**src/rtl/sum_accum.sv**
```systemverilog
`default_nettype none
// ============================================================================
// Module   : sum_accum
// Purpose  : Accumulates {cout,sum} beats from an upstream adder over a
//            start/len-delimited run and holds the total until it is taken.
// Revision : 1.0
// ============================================================================
module sum_accum #(
    parameter int WIDTH = 65,
    parameter int GUARD = 8,
    parameter int CNT_W = 8
) (
    input  logic                       clk,
    input  logic                       rst_n,
    input  logic                       start,
    input  logic [CNT_W-1:0]           len,
    input  logic                       in_valid,
    output logic                       in_ready,
    input  logic [WIDTH-1:0]           in_sum,
    input  logic                       in_cout,
    output logic                       out_valid,
    input  logic                       out_ready,
    output logic [WIDTH+GUARD:0]       out_acc,
    output logic                       out_ovf,
    output logic [CNT_W-1:0]           out_count,
    output logic                       busy
);

    localparam int AW = WIDTH + 1 + GUARD;

    typedef enum logic [1:0] {
        IDLE  = 2'd0,
        ACCUM = 2'd1,
        DONE  = 2'd2
    } state_t;

    state_t            state_q, state_d;
    logic [AW-1:0]     acc_q, acc_d;
    logic              ovf_q, ovf_d;
    logic [CNT_W-1:0]  count_q, count_d;
    logic [CNT_W-1:0]  len_q, len_d;

    logic [AW-1:0]     w_beat;
    logic [AW:0]       w_sum;
    logic [CNT_W-1:0]  w_count_inc;

    always_comb begin
        w_beat            = '0;
        w_beat[WIDTH:0]   = {in_cout, in_sum};
    end

    // Extra top bit of w_sum captures the carry out of the accumulator MSB.
    assign w_sum       = {1'b0, acc_q} + {1'b0, w_beat};
    assign w_count_inc = count_q + 1'b1;

    always_ff @(posedge clk or negedge rst_n) begin
        if (!rst_n) begin
            state_q <= IDLE;
            acc_q   <= '0;
            ovf_q   <= 1'b0;
            count_q <= '0;
            len_q   <= '0;
        end else begin
            state_q <= state_d;
            acc_q   <= acc_d;
            ovf_q   <= ovf_d;
            count_q <= count_d;
            len_q   <= len_d;
        end
    end

    always_comb begin
        state_d = state_q;
        acc_d   = acc_q;
        ovf_d   = ovf_q;
        count_d = count_q;
        len_d   = len_q;
        case (state_q)
            IDLE: begin
                if (start) begin
                    acc_d   = '0;
                    ovf_d   = 1'b0;
                    count_d = '0;
                    len_d   = len;
                    state_d = (len == '0) ? DONE : ACCUM;
                end
            end
            ACCUM: begin
                if (in_valid) begin
                    acc_d   = w_sum[AW-1:0];
                    ovf_d   = ovf_q | w_sum[AW];
                    count_d = w_count_inc;
                    if (w_count_inc == len_q) begin
                        state_d = DONE;
                    end
                end
            end
            DONE: begin
                if (out_ready) begin
                    state_d = IDLE;
                end
            end
            default: state_d = IDLE;
        endcase
    end

    assign in_ready  = (state_q == ACCUM);
    assign out_valid = (state_q == DONE);
    assign busy      = (state_q != IDLE);
    assign out_acc   = acc_q;
    assign out_ovf   = ovf_q;
    assign out_count = count_q;

endmodule
`default_nettype wire

```
**config.mk**
```make
export PLATFORM = sky130hd
export DESIGN_NAME = sum_accum
export DESIGN_NICKNAME = d
export VERILOG_FILES = /design/src/rtl/sum_accum.sv
export SDC_FILE = /design/constraint.sdc
export NUM_CORES = 1
export LEC_CHECK = 0
export CORE_MARGIN = 8
export CORE_UTILIZATION = 48
export DETAILED_ROUTE_END_ITERATION = 6
export GPL_ROUTABILITY_DRIVEN = 0
export PLACE_DENSITY = 0.81
export REMOVE_ABC_BUFFERS = 1
export SLEW_MARGIN = 20
export SYNTH_ARGS = -nofsm -noshare
export SYNTH_HDL_FRONTEND = slang
export SYNTH_SLANG_ARGS = --single-unit
export TNS_END_PERCENT = 10
```
**constraint.sdc**
```tcl
create_clock -name clk -period 2.99 [get_ports clk]
set_input_delay 0.299 -clock clk [delete_from_list [all_inputs] [get_ports clk]]
set_output_delay 0.299 -clock clk [all_outputs]
set_load 0.01 [all_outputs]
```
After elaboration in Yosys (flattened, before gate mapping). Cells that the tools add are included.

Muxes and demuxes: 15. Bitwise operators: 1. Add/sub/neg operators: 2. Reductions and logical operators: 7. Equal/unequal tests: 7.

Operator list (count): 74-bit two-way mux (2); 74-bit case mux with 2 select lines (1); 74-bit by 66-bit adder with 75-bit output (1); 8-bit two-way mux (2); 8-bit case mux with 2 select lines (1); 2-bit two-way mux (5); 8-bit by 1-bit adder with 8-bit output, second input constant (1); 8-bit == test (1); 8-bit zero test (1); 2-bit case mux with 3 select lines (1); 2-bit by 1-bit inequality test with 1-bit output, second input constant (2); 2-bit inequality test, second input constant (2); 4-bit AND reduction (1); 2-bit nonzero test (2); 3-bit AND reduction (1); 2-bit by 1-bit == test with 1-bit output, second input constant (1); 2-bit == test, second input constant (1); 2-bit zero test (1); 1-bit two-way mux (2); 1-bit case mux with 2 select lines (1); 2-bit AND reduction (1); 1-bit OR (1).

Register bits after elaboration: 93. Output and inout bits: 86.

Depth between registers and ports, before layout.
Depth in word-level cells: 5. Mapped depth: 13. Depth with buffers taken out: 13.

Worst setup path after synthesis. OpenSTA, ideal clock, no wires.

Path type: register -> register. Start: register acc_q[0] (netlist: out_acc[0]). End: register acc_q[50] (netlist: out_acc[50]). Cell stages (with the launch flop): 14. Path buffers: 0. Data arrival time: 2921 ps. Required time: 2861 ps. Path slack: -60 ps. Cell sequence: dfrtp_1 > ha_1 > inv_1 > fa_1 > nand2b_1 > a211oi_2 > nor2_1 > o21a_4 > o31ai_4 > a211oi_1 > o41a_1 > o31a_1 > xor2_1 > o21ai_1.

Word-level cells in the longest chain between the ends: 3.

Ends and longest elaborated chain: start, declared (RTL line 38) `logic [AW-1:0] acc_q, acc_d;`; start signal, assigned (RTL line 59) `acc_q <= '0;`; start signal, assigned (RTL line 65) `acc_q <= acc_d;`; 74-bit by 66-bit adder with 75-bit output (RTL line 53) `assign w_sum = {1'b0, acc_q} + {1'b0, w_beat};`; 74-bit two-way mux (RTL line 89) `if (in_valid) begin`; 74-bit case mux with 2 select lines (RTL line 78) `case (state_q)`.

No other way between the ends. The select of a mux whose other input is x is not followed. A chain may end at the register's enable or synchronous reset.

Worst setup path in the final report. Same ends and word-level chain as after synthesis.

==> results.yml <==
outcome:
  run_status: "finished with violations"
  failed_checks: "negative setup slack"
clock_network:
  clk_latency_ns: 0.36
  cts_tree: "done"
  cts_inserted_buffers: 9
  clk_pin_slew_ns: 0.07
  cts_max_path_buffers: 2
  htreeDepth: 3
  clock-sinks: 93
  root_buffer: "clkbuf_16"
place:
  dp.cells: 1512
  io_buffers: 164
  dp_slack_ns: -0.730
  hpwl_um: 20500
  place_area_mm2: 0.0110
sta:
  timing.hold.ws_ns: 0.443
  min_period_ns: 3.22
  timing.final.setup_violations: 6
  period_share: 1.08
  clock_skew_ns: 0.00935
  relSlewSlack: 0.529
  fmax_ghz: 0.310
  tns_ns: -0.502
  rsz0062_at_grt: "true"
  final_hold_viol_count: 0
  setup_ws_ns: -0.231
  drv_slew: 0
  worst_slew_pin_slew_ns: 0.705
finish:
  drive_gt1_frac: 0.196
  n_antenna_cell: 0
  stdcell_count: 1539
  nNetsFinal: 1465
  synthToLayoutAreaGrowth_pct: 47.1
  finalInstanceArea_mm2: 0.0115
  n_fill_cell: 1223
floorplan:
  die_height_um: 144
  coreArea_mm2: 0.0159
  start_util: 0.491
  dieArea_mm2: 0.0207
  die-width_um: 144
  io_pins: 165
  std_cell_rows: 46
yosys:
  ys_seq_elements: 93
  synth.yosys.seq_area_share: 0.297
  syn_inst: 996
  yosys.cell_count.top_type: "nand2_1"
  avgSynthCellArea_um2: 7.87
  synth_top_cell_by_area: "dfrtp_1"
  ys_top_cells_by_area: "dfrtp_1, ha_1, nand2_1"
  synthArstFlopShare: 1.00
  yosysWarnings: 0
  synthFlopType: "dfrtp_1"
  yosys-top-cells-count: "nand2_1, o21ai_0, a21oi_1"
  synth_cell_types: 64
  synthesis.area_mm2: 0.00784
  synth_top_cell_area_share: 0.297
  synth_edf_count: 0
power_and_ir_drop:
  power_per_cell_area_mw_per_mm2: 1100
  ir_worst_vdd_mv: 0.813
  leakage_nw: 5.23
route:
  totalWireLength_um: 27500
  vias: 9062
  route.antenna.remaining_nets: 0
  initialDrtViolationCount: 913
  firstDrtPassIters: 6
  avgViaCountPerCell: 5.89
  route.detailed.drc: 0
  wl_per_cell_um: 17.9
grt:
  overflow: 0
  grt_pass1_vias: 9005
  grt_pass1_wl_um: 43800
  grt_max_degree: 77
  grt_usage: 0.263
  antenna_found_initial: 0
worst_setup_path:
  rr_startpoint: "out_acc[0]"
  r2r_cells: 13
  worstSetupStartpointType: "flip-flop"
  endpoint_kind: "flip-flop"
  cp.required_ns: 3.21
  critical_path_class: "reg2reg"
  reg2reg_to: "out_acc[50]"
  worstPathMaxFanout: 3
  worst-r2r-setup-slack_ns: -0.23
  cp.arrival_ns: 3.44
worst_hold_path:
  hold_start: "in_sum[0]"
  min_path_cells: 3
  hold_class: "in2reg"
  min_to: "out_acc[0]"
run:
  cap_violations: 0
==> logic make-up (layout without fill, tap and decap cells) <==
family	Yosys count	in the layout	synth area share
flops	93	93	0.297
buf+inv	72	399	0.0356
xor+xnor	70	70	0.0783
compound gates	341	341	0.271
fa+ha+maj	68	68	0.110
simple gates	348	348	0.204
mux	4	4	0.00511
==> worst max path at each step <==
stage          slack (ns)  cells past startpoint  startpoint           to
2_1_floorplan       -1.34                      9  state_q[0]  out_acc[71]
3_3_place_gp        -0.65                     14   in_sum[0]  out_acc[50]
3_5_place_dp        -0.73                     14   in_sum[0]  out_acc[50]
4_1_cts             -0.17                     13  out_acc[0]  out_acc[50]
5_1_grt             -0.30                     13  out_acc[0]  out_acc[50]
6_report            -0.23                     13  out_acc[0]  out_acc[50]
==> per-stage QoR <==
step                      power [mW]   util
after floorplan                 6.95      -
after global placement          10.7  0.687
after detailed placement        11.0  0.687
after CTS                       12.4  0.713
after global routing            13.6  0.723
final                           12.7  0.723
==> final cells by class <==
class,instances,area [µm²],share of cell area
clock inverter,7,73.8,0.00641
inverter,25,93.8,0.00814
clock buffer,9,225,0.0195
sequential,93,2330,0.202
tap,216,270,0.0235
timing repair buffer,358,3110,0.270
multi-input combinational,831,5420,0.471
==> worst max-delay path, stage by stage, from the launching register on <==
cell and delay (ns):
dfrtp_1 0.36, ha_2 0.19, inv_2 0.04, fa_2 0.34, nand2b_4 0.16, a211oi_4 0.26
nor2_2 0.08, o21a_4 0.21, o31ai_4 0.39, a211oi_2 0.16, o41a_1 0.37, o31a_1 0.27
xor2_1 0.17, o21ai_1 0.07
==> placed cells by master, fill, tap and decap left out, types with 4 or more instances in the layout <==
master / synthesis / final
o21ai_1: 9 / 8
a21oi_2: 0 / 6
nand4_1: 26 / 26
a22o_1: 7 / 7
nor3_1: 12 / 12
o21ai_2: 0 / 6
nand2b_1: 9 / 8
nand3_1: 29 / 28
xnor2_1: 37 / 37
o211ai_1: 6 / 6
inv_1: 25 / 24
mux2i_1: 4 / 4
ha_1: 67 / 63
o21ai_0: 109 / 104
a211oi_2: 1 / 5
xor2_1: 33 / 33
buf_4: 0 / 193
a211oi_1: 10 / 5
or3_1: 7 / 7
nor4b_1: 9 / 7
o21a_1: 4 / 4
a21oi_1: 94 / 88
o2111ai_1: 6 / 6
a21o_1: 26 / 26
nor4_1: 4 / 4
and3_1: 8 / 8
nor2b_1: 6 / 6
dfrtp_1: 93 / 93
clkdlybuf4s50_1: 0 / 162
clkbuf_16: 0 / 9
nand2_1: 167 / 165
o21bai_1: 21 / 20
nor2_1: 59 / 56
a31oi_1: 9 / 9
==> registers in the layout (all words and copies together), names as in the netlist <==
register,count
out_count,8
state_q,2
out_ovf,1
out_acc,74
len_q,8
==> power by group <==
| group | internal, mW | switching [mW] | total [mW] |
|---|---|---|---|
| sequential | 1.83 | 0.540 | 2.37 |
| clock | 0.652 | 0.552 | 1.20 |
| combinational | 4.49 | 4.63 | 9.11 |
==> timing repair <==
item	in CTS	in global routing
gates resized for setup	18	27
hold buffers	1	0
setup endpoints to repair	24	39
pin swaps	10	13
buffers inserted	5	5
endpoints found under the hold margin	8	0
==> routing by layer <==
metal	track usage	vias up	routed length, µm
li1	-	4259	-
met1	0.316	4314	11400
met2	0.451	394	13100
met3	0.0528	95	2190
met4	0.103	0	890
met5	0	-	0
Power figures use the tool's default switching activity.
